## src/rtl/sdram_mem_bist_pkg.sv

```systemverilog
// Shared types and constants for the SDRAM memory self-test engine:
// sequencer states, ramio request encodings, pattern ids and LFSR taps.
package sdram_mem_bist_pkg;

    typedef enum logic [2:0] {
        IDLE,
        WRITE,
        WRITE_WAIT,
        READ,
        READ_WAIT,
        NEXT_PATTERN,
        DONE
    } state_t;

    localparam logic [1:0] WriteWord = 2'b11;
    localparam logic [1:0] WriteNone = 2'b00;
    localparam logic [2:0] ReadWord  = 3'b111;
    localparam logic [2:0] ReadNone  = 3'b000;

    localparam logic [1:0] PatAddress    = 2'd0;
    localparam logic [1:0] PatInvAddress = 2'd1;
    localparam logic [1:0] PatLfsr       = 2'd2;
    localparam logic [1:0] PatWalkingOne = 2'd3;

    // Galois form of the x^32 + x^22 + x^2 + x + 1 polynomial, right-shifting
    localparam logic [31:0] LfsrTaps = 32'h8020_0003;

    localparam logic [2:0] NoPattern = 3'd4;

    // Lowest set mask bit at or above position 'from'; NoPattern if none.
    function automatic logic [2:0] next_set(input logic [3:0] mask, input logic [2:0] from);
        logic [2:0] found;
        found = NoPattern;
        for (int k = 3; k >= 0; k--) begin
            if (mask[k] && (3'(k) >= from)) begin
                found = 3'(k);
            end
        end
        return found;
    endfunction

endpackage

```

## src/rtl/sdram_mem_bist_pattern_gen.sv

```systemverilog
// Test-data generator shared by the write and read phases, so the read
// phase reproduces exactly what was written for the same word.
module bist_pattern_gen
    import sdram_mem_bist_pkg::*;
(
    input  logic [1:0]  pattern,
    input  logic [4:0]  word_pos,
    input  logic [31:0] address,
    input  logic [31:0] lfsr,
    output logic [31:0] data,
    output logic [31:0] lfsr_next
);

    always_comb begin
        lfsr_next = {1'b0, lfsr[31:1]} ^ (lfsr[0] ? LfsrTaps : 32'h0);
    end

    always_comb begin
        data = address;
        case (pattern)
            PatAddress:    data = address;
            PatInvAddress: data = ~address;
            PatLfsr:       data = lfsr;
            PatWalkingOne: data = 32'd1 << word_pos;
            default:       data = address;
        endcase
    end

endmodule

```

## src/rtl/sdram_mem_bist.sv

```systemverilog
// Memory self-test sequencer: writes then reads back a word range on the
// ramio interface for each enabled pattern and records mismatches.
module sdram_mem_bist
    import sdram_mem_bist_pkg::*;
#(
    parameter logic [31:0] BaseAddress        = 32'h0000_0000,
    parameter int          WordCount          = 1024,
    parameter int          PatternCount       = 4,
    parameter logic [31:0] LfsrSeed           = 32'hACE1_2468,
    parameter int          ErrorCountBitwidth = 16
) (
    input  logic                          clk,
    input  logic                          rst_n,
    input  logic                          start,
    input  logic [PatternCount-1:0]       pattern_mask,
    output logic                          mem_enable,
    output logic [1:0]                    mem_write_type,
    output logic [2:0]                    mem_read_type,
    output logic [31:0]                   mem_address,
    output logic [31:0]                   mem_data_in,
    input  logic [31:0]                   mem_data_out,
    input  logic                          mem_data_out_ready,
    input  logic                          mem_busy,
    output logic                          busy,
    output logic                          done,
    output logic                          pass,
    output logic [ErrorCountBitwidth-1:0] error_count,
    output logic [31:0]                   first_error_address,
    output logic [31:0]                   first_error_expected,
    output logic [31:0]                   first_error_actual
);

    localparam int IdxW = (WordCount > 1) ? $clog2(WordCount) : 1;
    localparam logic [IdxW-1:0] LastIdx = IdxW'(WordCount - 1);

    state_t                  state, state_next;
    logic [PatternCount-1:0] mask_r, mask_next;
    logic [1:0]              pat, pat_next;
    logic [IdxW-1:0]         idx, idx_next;
    logic [31:0]             lfsr, lfsr_nx;
    logic                    clear_err, log_err;
    logic                    issue_write, issue_read;
    logic [31:0]             idx_ext, word_addr;
    logic [31:0]             gen_data, gen_lfsr_next;
    logic [2:0]              first_pat, later_pat;

    assign idx_ext   = 32'(idx);
    assign word_addr = BaseAddress + (idx_ext << 2);
    assign first_pat = next_set(4'(pattern_mask), 3'd0);
    assign later_pat = next_set(4'(mask_r), {1'b0, pat} + 3'd1);

    bist_pattern_gen u_pattern_gen (
        .pattern   (pat),
        .word_pos  (idx_ext[4:0]),
        .address   (word_addr),
        .lfsr      (lfsr),
        .data      (gen_data),
        .lfsr_next (gen_lfsr_next)
    );

    always_ff @(posedge clk or negedge rst_n) begin
        if (!rst_n) begin
            state <= IDLE;
        end else begin
            state <= state_next;
        end
    end

    always_comb begin
        state_next  = state;
        mask_next   = mask_r;
        pat_next    = pat;
        idx_next    = idx;
        lfsr_nx     = lfsr;
        clear_err   = 1'b0;
        log_err     = 1'b0;
        issue_write = 1'b0;
        issue_read  = 1'b0;
        case (state)
            IDLE, DONE: begin
                if (start) begin
                    mask_next = pattern_mask;
                    clear_err = 1'b1;
                    idx_next  = '0;
                    lfsr_nx   = LfsrSeed;
                    if (first_pat == NoPattern) begin
                        state_next = DONE;
                    end else begin
                        pat_next   = first_pat[1:0];
                        state_next = WRITE;
                    end
                end
            end
            WRITE: begin
                if (!mem_busy) begin
                    issue_write = 1'b1;
                    state_next  = WRITE_WAIT;
                end
            end
            WRITE_WAIT: begin
                if (!mem_busy) begin
                    if (idx == LastIdx) begin
                        idx_next   = '0;
                        lfsr_nx    = LfsrSeed;
                        state_next = READ;
                    end else begin
                        idx_next   = idx + 1'b1;
                        lfsr_nx    = gen_lfsr_next;
                        state_next = WRITE;
                    end
                end
            end
            READ: begin
                if (!mem_busy) begin
                    issue_read = 1'b1;
                    state_next = READ_WAIT;
                end
            end
            READ_WAIT: begin
                if (mem_data_out_ready) begin
                    log_err = (mem_data_out != gen_data);
                    if (idx == LastIdx) begin
                        state_next = NEXT_PATTERN;
                    end else begin
                        idx_next   = idx + 1'b1;
                        lfsr_nx    = gen_lfsr_next;
                        state_next = READ;
                    end
                end
            end
            NEXT_PATTERN: begin
                idx_next = '0;
                lfsr_nx  = LfsrSeed;
                if (later_pat == NoPattern) begin
                    state_next = DONE;
                end else begin
                    pat_next   = later_pat[1:0];
                    state_next = WRITE;
                end
            end
            default: state_next = IDLE;
        endcase
    end

    always_ff @(posedge clk or negedge rst_n) begin
        if (!rst_n) begin
            mask_r <= '0;
            pat    <= '0;
            idx    <= '0;
            lfsr   <= LfsrSeed;
        end else begin
            mask_r <= mask_next;
            pat    <= pat_next;
            idx    <= idx_next;
            lfsr   <= lfsr_nx;
        end
    end

    // The counter never returns to zero within a run, so zero marks "no mismatch yet"
    always_ff @(posedge clk or negedge rst_n) begin
        if (!rst_n) begin
            error_count          <= '0;
            first_error_address  <= '0;
            first_error_expected <= '0;
            first_error_actual   <= '0;
        end else if (clear_err) begin
            error_count          <= '0;
            first_error_address  <= '0;
            first_error_expected <= '0;
            first_error_actual   <= '0;
        end else if (log_err) begin
            if (error_count == '0) begin
                first_error_address  <= word_addr;
                first_error_expected <= gen_data;
                first_error_actual   <= mem_data_out;
            end
            if (error_count != '1) begin
                error_count <= error_count + 1'b1;
            end
        end
    end

    assign mem_enable     = issue_write | issue_read;
    assign mem_write_type = issue_write ? WriteWord : WriteNone;
    assign mem_read_type  = issue_read ? ReadWord : ReadNone;
    assign mem_address    = mem_enable ? word_addr : 32'h0;
    assign mem_data_in    = issue_write ? gen_data : 32'h0;

    assign busy = (state != IDLE) && (state != DONE);
    assign done = (state == DONE);
    assign pass = done && (error_count == '0);

endmodule

```

## config.mk

```make
export PLATFORM = sky130hd
export DESIGN_NAME = sdram_mem_bist
export DESIGN_NICKNAME = d
export VERILOG_FILES = /design/src/rtl/sdram_mem_bist_pkg.sv /design/src/rtl/sdram_mem_bist_pattern_gen.sv /design/src/rtl/sdram_mem_bist.sv
export SDC_FILE = /design/constraint.sdc
export NUM_CORES = 1
export LEC_CHECK = 0
export ABC_AREA = 1
export BUFFER_PORTS_ARGS = -buffer_cell sky130_fd_sc_hd__buf_2
export CAP_MARGIN = 0
export CELL_PAD_IN_SITES_DETAIL_PLACEMENT = 0
export CELL_PAD_IN_SITES_GLOBAL_PLACEMENT = 1
export CORE_MARGIN = 2
export CORE_UTILIZATION = 23
export CTS_CLUSTER_SIZE = 25
export DETAILED_ROUTE_END_ITERATION = 10
export MAX_ROUTING_LAYER = met4
export PLACE_DENSITY_LB_ADDON = 0.1
export SLEW_MARGIN = 30
export SYNTH_ARGS = -nofsm -noshare
export SYNTH_HDL_FRONTEND = slang
export SYNTH_SLANG_ARGS = --single-unit
```

## constraint.sdc

```tcl
create_clock -name clk -period 4.15 [get_ports clk]
set_input_delay 0.83 -clock clk [delete_from_list [all_inputs] [get_ports clk]]
set_output_delay 0.83 -clock clk [all_outputs]
set_load 0.03 [all_outputs]
```

==> results of run 1 <==
==> how the worst max path moves through the flow <==
stage                          startpoint                                    to
3_3_place_gp                     mem_busy                       mem_data_in[22]
2_1_floorplan  error_count[7]$_DFFE_PN0P_                                  pass
6_report             state[2]$_DFFE_PN0P_                       mem_data_in[22]
3_5_place_dp           idx[1]$_DFFE_PN0P_  first_error_expected[29]$_DFFE_PN0P_
5_1_grt              state[2]$_DFFE_PN0P_                       mem_data_in[22]
4_1_cts              state[1]$_DFFE_PN0P_                        mem_data_in[1]
==> worst register-to-register path, stage by stage, from the launching register on <==
cell,delay (ps)
dfrtp_1,430
inv_1,280
ha_1,230
inv_1,70
nor3_1,230
nand2_1,190
nand2_1,210
nand2_1,70
nand2_1,60
inv_1,40
nand2_1,50
nor2_1,50
nand2_1,90
nor2_1,60
nand3_2,80
buf_4,640
nand4_1,430
nand2_1,170
==> flip-flops by register name (all words and copies together), names as in the netlist <==
register,cells
state,3
first_error_actual,32
first_error_address,10
first_error_expected,32
pat,2
idx,10
mask_r,3
lfsr,32
error_count,16
==> layout by cell type, fill, tap and decap left out, types with 3 or more instances in the layout <==
cell,count
dfstp_2,13
buf_2,180
nand3b_1,13
conb_1,44
nand3_1,141
dfrtp_1,127
nor3_1,22
inv_2,4
clkbuf_16,17
xor2_1,5
o21ai_0,49
nand3_2,3
a21oi_1,30
nand2_1,340
inv_1,121
nand4_1,91
clkinv_2,6
buf_4,19
nor2_1,102
ha_1,8
o22ai_1,12
clkbuf_1,5
a31oi_1,10
==> cells in the mapped netlist (3+ instances only) <==
cell type / instances
a21oi_1: 30
a31oi_1: 10
buf_1: 5
buf_2: 13
buf_4: 58
clkbuf_1: 45
dfrtp_1: 127
dfstp_2: 13
ha_1: 8
inv_1: 122
inv_2: 3
nand2_1: 341
nand3_1: 142
nand3b_1: 13
nand4_1: 91
nor2_1: 104
nor3_1: 23
o21ai_0: 49
o22ai_1: 12
xor2_1: 5
==> report_power, final <==
part / leakage, nW / total [mW] / internal, mW / switching (mW)
sequential: 1.88 / 2.04 / 1.77 / 0.278
clock: 0.274 / 1.52 / 0.894 / 0.629
combinational: 3.68 / 3.54 / 0.866 / 2.67
==> cells by family after synthesis <==
group                    share of synthesized area (%)
buffers and inverters                             13.5
AO/OA/AOI/OAI                                     6.71
AND/OR/NAND/NOR                                   37.2
flip-flops                                        40.5
XOR/XNOR                                         0.705
multiplexers                                     0.230
other                                           0.0431
adder cells (fa/ha/maj)                           1.15
==> layer usage <==
layer	vias to the layer above	wire length, microns	global-route usage [%]	part of all wire, %
li1	4249	-	-	-
met1	4132	17600	26.9	48
met2	214	16400	28.7	45
met3	29	1580	2.59	4.3
met4	0	794	6.36	2.2
met5	-	0	-	0
==> per-stage QoR <==
| stage | utilization [%] | total power, mW |
|---|---|---|
| after floorplan | - | 4.42 |
| after global placement | 26.5 | 5.65 |
| after detailed placement | 26.5 | 5.65 |
| after CTS | 27.9 | 7.20 |
| after global routing | 27.9 | 7.67 |
| final | 27.9 | 7.11 |
==> layout make-up <==
class                      count  area (sq um)  area share [%]
tap                          511           639            6.10
multi-input combinational    891          4190            40.0
clock inverter                 9          97.6           0.932
sequential                   140          3520            33.6
timing repair buffer         202          1090            10.5
clock buffer                  23           458            4.37
inverter                     126           473            4.52
==> results by group, run 1 <==
Run status
  – Status: finished, final reports clean

STA
  – Hold Vio Cnt, Final: 0
  – Fin crit period: 3470 ps
  – RSZ-0062 raised after global routing: no
  – Maximum clock rate: 0.288 GHz
  – Crit share post-route: 83.6%
  – Least-Margin Pin Slew: 872 ps
  – Clk_skew: 16.5 ps
  – Final setup viols: 0
  – Setup TNS: 0 ps
  – Worst hold slack: 431 ps
  – Slew Limit Fails: 0
  – Slew HR: 41.9%
  – Setup ws final: 680 ps

Detailed routing
  – Total wire length: 36.4 mm
  – Residual DRC: 0
  – DR iter-0 viols: 543
  – Via-per-instance ratio: 4.53
  – Wirelength per Cell: 19.1 microns
  – Routed via count: 8624
  – Final ANT Viol Nets: 0
  – Drt pass-1 iters: 5

Worst setup path
  – CP startpoint kind: flip-flop
  – Crit-path max FO: 32
  – Worst setup path class: reg -> out
  – Critical path's slowest cell: a31oi_1
  – Crit path max-delay family: buffers and inverters
  – Slowest Stage Delay on Critical Path: 510 ps
  – RR Endpoint: first_error_expected[29]$_DFFE_PN0P_
  – CP Buf/Inv Count: 3
  – CP Capture Type: output port
  – Cell Chain, Critical Path: nor3_1 > inv_1 > nor2_1 > inv_2 > a31oi_1 > buf_2
  – Critical R2R Launch: idx[1]$_DFFE_PN0P_
  – Number of cells on the critical path: 6
  – R2R depth: 17
  – Worst Path Required: 3320 ps
  – Worst path arrival time: 2640 ps
  – Reg2reg setup slack: 720 ps

Run
  – Number of max-cap violations: 0

Cells and area
  – Layout Cells excl Fill: 1902
  – Fill count: 4274
  – Layout cells sized above 1: 18.3%
  – Area Overhead vs Synth: 20.5%
  – Post-layout instance area: 0.0105 sq mm
  – Final net count: 1427
  – ANT cells: 0

Clocking
  – Clock tree buffer depth: 2
  – Post-CTS Setup Inserts: 0
  – CTS root buf: clkbuf_16
  – CTS tree: built
  – Sink Count: 140
  – H-Tree Depth: 4
  – Reg clk slew, reported paths: 60 ps
  – Clk Latency, worst-skew pair: 450 ps
  – # resized after CTS: 0
  – Post-CTS Hold Buffers: 0
  – Total CTS buffers: 17

Global route
  – First-pass GRT wire length: 54.7 mm
  – Total gr overflow: 0
  – Number of global-route vias before repair: 8447
  – Antenna violations before repair: 0
  – Largest net degree at the start of global routing: 75
  – Tot GR Track Use: 19.2%

Placed design
  – Gp weighted congestion: 0.865
  – # port buffers: 181
  – Instance area after placement: 0.00992 sq mm
  – Setup WS pre-CTS: 727 ps
  – DP HPWL: 27.4 mm
  – Placed cells: 1870

Floorplanning
  – Core Box Area: 0.0375 sq mm
  – Total die area: 0.0394 sq mm
  – Die Wd: 198 microns
  – Initial Utilization: 23.2%
  – I/O pin cnt: 226
  – Site Rows: 71
  – Die height: 198 microns

Min path
  – Class of the worst hold path: in -> async

Synthesis
  – Ys flop type: dfrtp_1
  – Ys async rst share: 100%
  – Synthesized area per cell: 7.03 sq um
  – Synth Instances: 1236
  – Synth warn: 0
  – EDFF count, synth: 0
  – Seq/Total Area, Yosys: 40.5%
  – Mapped cell area: 0.00869 sq mm
  – Top-area cell type share of the netlist area: 36.6%
  – Register bit count reported by yosys: 140
  – Post-synth top area cell: dfrtp_1
  – Synth cell types: 36
  – Top cells by area, synth: dfrtp_1 (37%), nand2_1 (15%), nand3_1 (8.2%)

Power and ir drop
  – Maximum VDD drop: 0.305 mV
  – Leakage: 5.83 nW
  – Pwr Density: 679 mW/mm^2
No activity file was read; power rests on OpenSTA's default activity.
==> run 2, diff against run 1 <==
--- a/config.mk
+++ b/config.mk
@@ -5,7 +5,7 @@
 export SDC_FILE = /design/constraint.sdc
 export NUM_CORES = 1
 export LEC_CHECK = 0
-export ABC_AREA = 1
+export ABC_AREA = 0
 export BUFFER_PORTS_ARGS = -buffer_cell sky130_fd_sc_hd__buf_2
 export CAP_MARGIN = 0
 export CELL_PAD_IN_SITES_DETAIL_PLACEMENT = 0
==> constraint.sdc (replaced) <==
create_clock -name clk -period 2.9 [get_ports clk]
set_input_delay 0.58 -clock clk [delete_from_list [all_inputs] [get_ports clk]]
set_output_delay 0.58 -clock clk [all_outputs]
set_load 0.03 [all_outputs]
==> results by group, run 2 <==
Run status
  – Status: finished with violations (was finished, final reports clean)
  – Failing checks: negative setup slack

Global route
  – Total gr overflow: 0 (unchanged)
  – Number of global-route vias before repair: 8016 (was 8447)
  – Largest net degree at the start of global routing: 54 (was 75)
  – Tot GR Track Use: 19.3% (was 19.2%)
  – Antenna violations before repair: 0 (unchanged)
  – First-pass GRT wire length: 53.4 mm (was 54.7 mm)

Worst setup path
  – CP Capture Type: flip-flop (was output port)
  – Worst path arrival time: 3480 ps (was 2640 ps)
  – Setup crit start: idx[1]$_DFFE_PN0P_ (was state[2]$_DFFE_PN0P_)
  – Slowest Stage Delay on Critical Path: 420 ps (was 510 ps)
  – RR Endpoint: first_error_expected[21]$_DFFE_PN0P_ (was first_error_expected[29]$_DFFE_PN0P_)
  – CP startpoint kind: flip-flop (unchanged)
  – Cell Chain, Critical Path: inv_2 > ha_4 > and4b_2 > buf_6 > a221oi_4 > xor2_1 > nand4_1 > a2111o_1 > nor4_2 > buf_4 > a31oi_4 > buf_4 > buf_8 > mux2i_1 (was nor3_1 > inv_1 > nor2_1 > inv_2 > a31oi_1 > buf_2)
  – Worst Path Required: 3240 ps (was 3320 ps)
  – Crit-path max FO: 8 (was 32)
  – Critical R2R Launch: idx[1]$_DFFE_PN0P_ (unchanged)
  – Critical path's slowest cell: dfrtp_1 (was a31oi_1)
  – Critical Path Most Common Cell: buf_4
  – R2R depth: 14 (was 17)
  – Worst setup path class: reg -> reg (was reg -> out)
  – Crit path max-delay family: compound AO/OA/AOI/OAI gates (was buffers and inverters)
  – Reg2reg setup slack: -240 ps (was 720 ps)
  – CP Buf/Inv Count: 5 (was 3)

Floorplanning
  – I/O pin cnt: 226 (unchanged)
  – Total die area: 0.0377 sq mm (was 0.0394 sq mm)
  – Site Rows: 69 (was 71)
  – Die Wd: 194 microns (was 198 microns)
  – Initial Utilization: 23.4% (was 23.2%)
  – Die height: 194 microns (was 198 microns)
  – Core Box Area: 0.0356 sq mm (was 0.0375 sq mm)

Placed design
  – DP HPWL: 26.3 mm (was 27.4 mm)
  – Gp weighted congestion: 0.834 (was 0.865)
  – # port buffers: 181 (unchanged)
  – Placed cells: 1699 (was 1870)

Clocking
  – Clock tree buffer depth: 2 (unchanged)
  – Post-CTS Hold Buffers: 0 (unchanged)
  – CTS tree: built (unchanged)
  – H-Tree Depth: 4 (unchanged)
  – Sink Count: 140 (unchanged)
  – Reg clk slew, reported paths: 60 ps (about the same)
  – Clk Latency, worst-skew pair: 430 ps (was 450 ps)
  – CTS root buf: clkbuf_16 (unchanged)
  – Total CTS buffers: 17 (unchanged)

Detailed routing
  – Wirelength per Cell: 20.1 microns (was 19.1 microns)
  – DR iter-0 viols: 452 (was 543)
  – Via-per-instance ratio: 4.61 (was 4.53)
  – Drt pass-1 iters: 5 (unchanged)
  – Residual DRC: 0 (unchanged)
  – Routed via count: 8123 (was 8624)
  – Final ANT Viol Nets: 0 (unchanged)
  – Total wire length: 35.5 mm (was 36.4 mm)

STA
  – Fin crit period: 3140 ps
  – Clk_skew: 7.75 ps (was 16.5 ps)
  – Crit share post-route: 108%
  – Slew HR: 54.6% (was 41.9%)
  – Maximum clock rate: 0.319 GHz
  – RSZ-0062 raised after global routing: yes (was no)
  – Hold Vio Cnt, Final: 0 (unchanged)
  – Least-Margin Pin Slew: 674 ps (was 872 ps)
  – Final setup viols: 92 (was 0)
  – Slew Limit Fails: 0 (unchanged)
  – Setup ws final: -238 ps (was 680 ps)

Synthesis
  – Synth Instances: 998 (was 1236)
  – Top cells by count, synth: nand2_1 (217), dfrtp_1 (127), o21ai_0 (91) (was nand2_1 (341), nand3_1 (142), dfrtp_1 (127))
  – Mapped cell area: 0.00833 sq mm (was 0.00869 sq mm)
  – Synthesized area per cell: 8.34 sq um (was 7.03 sq um)
  – Register bit count reported by yosys: 140 (unchanged)
  – Synth cell types: 65 (was 36)
  – Top-area cell type share of the netlist area: 38.2% (was 36.6%)
  – Seq/Total Area, Yosys: 42.3% (was 40.5%)
  – Ys flop type: dfrtp_1 (unchanged)
  – EDFF count, synth: 0 (unchanged)
  – Top cells by area, synth: dfrtp_1 (38%), nand2_1 (9.8%), mux2i_1 (5.7%) (was dfrtp_1 (37%), nand2_1 (15%), nand3_1 (8.2%))
  – Ys async rst share: 100% (unchanged)
  – Synth warn: 0 (unchanged)
  – Count leader, synth: nand2_1 (unchanged)
  – Post-synth top area cell: dfrtp_1 (unchanged)

Cells and area
  – Layout Cells excl Fill: 1761 (was 1902)
  – Layout cells sized above 1: 39.1% (was 18.3%)
  – Most frequent cells in the layout: nand2_1 (203), buf_2 (165), buf_4 (131), dfrtp_1 (124), o21ai_0 (71) (was nand2_1 (340), buf_2 (180), nand3_1 (141), dfrtp_1 (127), inv_1 (121))
  – Commonest non-fill, non-tap cell in the layout: nand2_1 (unchanged)
  – Register area: 0.00352 sq mm (about the same)
  – Area Overhead vs Synth: 48.7% (was 20.5%)
  – Area of the multi-input gates: 0.00491 sq mm (was 0.00419 sq mm)
  – Final net count: 1337 (was 1427)
  – Largest regs: first_error_actual x32, first_error_expected x32, lfsr x32 (unchanged)
  – Fill count: 3717 (was 4274)

Power and ir drop
  – Net Switching: 5.42 mW (was 3.58 mW)
  – Switch share: 45.4% (was 50.4%)
  – Pwr Density: 964 mW/mm^2 (was 679 mW/mm^2)
  – Seq pwr share: 25.0% (was 28.8%)
  – Leakage: 5.70 nW (was 5.83 nW)
  – Final Power: 11.9 mW (was 7.11 mW)
  – Maximum VDD drop: 0.379 mV (was 0.305 mV)
  – Pint: 6.51 mW (was 3.53 mW)
  – Logic gate share of total power: 57.1% (was 49.8%)
  – Clock power share: 17.9% (was 21.4%)

Min path
  – Class of the worst hold path: in -> async (unchanged)

Run
  – Number of max-cap violations: 0 (unchanged)
==> run 2: worst max path at each step <==
stage                                                 to  cells after the start
CTS                 first_error_expected[14]$_DFFE_PN0P_                     13
finish              first_error_expected[21]$_DFFE_PN0P_                     14
global route        first_error_expected[13]$_DFFE_PN0P_                     14
floorplan                     error_count[1]$_DFFE_PN0P_                     13
global placement              error_count[1]$_DFFE_PN0P_                     10
detailed placement            error_count[1]$_DFFE_PN0P_                     12
==> run 2: per-stage QoR <==
step | hold slack, ps | TNS, ps | instance area (sq um) | utilization, % | setup slack, ps
after floorplan | 284 | 0 | 8530 | - | 2.15
after global placement | 468 | -32020 | 10600 | 29.8 | -411
after detailed placement | 485 | -30360 | 10600 | 29.8 | -411
after CTS | 154 | -15480 | 11900 | 33.4 | -219
after global routing | 163 | -29590 | 12400 | 34.8 | -388
final | 129 | -16700 | 12400 | 34.8 | -238
==> run 2: layer usage <==
layer  global-route usage, %  up-vias  wire length [microns]
li1                        -     3941                      -
met3                    2.84       22                   1110
met5                       -        -                      0
met2                    28.4      179                  15900
met1                    27.8     3981                  17900
met4                    4.41        0                    503
==> run 2: final cells by class <==
class / count / share of cell area [%]
antenna: 1 / 0.0202
timing repair buffer: 349 / 22.1
clock inverter: 11 / 0.778
multi-input combinational: 760 / 39.7
inverter: 20 / 0.627
tap: 461 / 4.66
sequential: 140 / 28.5
clock buffer: 19 / 3.66
==> run 2: repair_timing <==
| action | in CTS | in global routing |
|---|---|---|
| endpoints found under the setup margin | 111 | 124 |
| setup buffers | 13 | 12 |
| gates resized for setup | 117 | 95 |
| pin swaps | 15 | 32 |
| gates cloned | 8 | 3 |
==> run 2: power groups by stage <==
| stage | clock, mW | combinational (mW) | sequential, mW |
|---|---|---|---|
| 2_1_floorplan | 0 | 2.79 | 3.51 |
| 3_3_place_gp | 0 | 6.02 | 2.99 |
| 3_5_place_dp | 0 | 6.01 | 2.99 |
| 4_1_cts | 2.20 | 6.58 | 2.97 |
| 5_1_grt | 2.28 | 7.35 | 3.06 |
| 6_report | 2.14 | 6.81 | 2.98 |
==> run 2: cells by family (layout without fill, tap and decap cells) <==
family	count (synthesis)	in the layout	synth area share (%)
AND/OR/NAND/NOR	409	409	22.3
AO/OA/AOI/OAI	222	222	16.4
buffers and inverters	141	399	8.90
flip-flops	140	140	42.3
multiplexers	51	51	6.19
XOR/XNOR	26	26	2.74
adder cells (fa/ha/maj)	8	8	1.20
other	1	45	0.0450
==> run 2: worst register-to-register path: stages (launching register included) <==
cell      delay [ps]
dfrtp_1          420
inv_2             90
ha_4             160
and4b_2          280
buf_6            140
a221oi_4         270
xor2_1           180
nand4_1          140
a2111o_1         380
nor4_2           190
buf_4            170
a31oi_4          140
buf_4            180
buf_8            140
mux2i_1          170
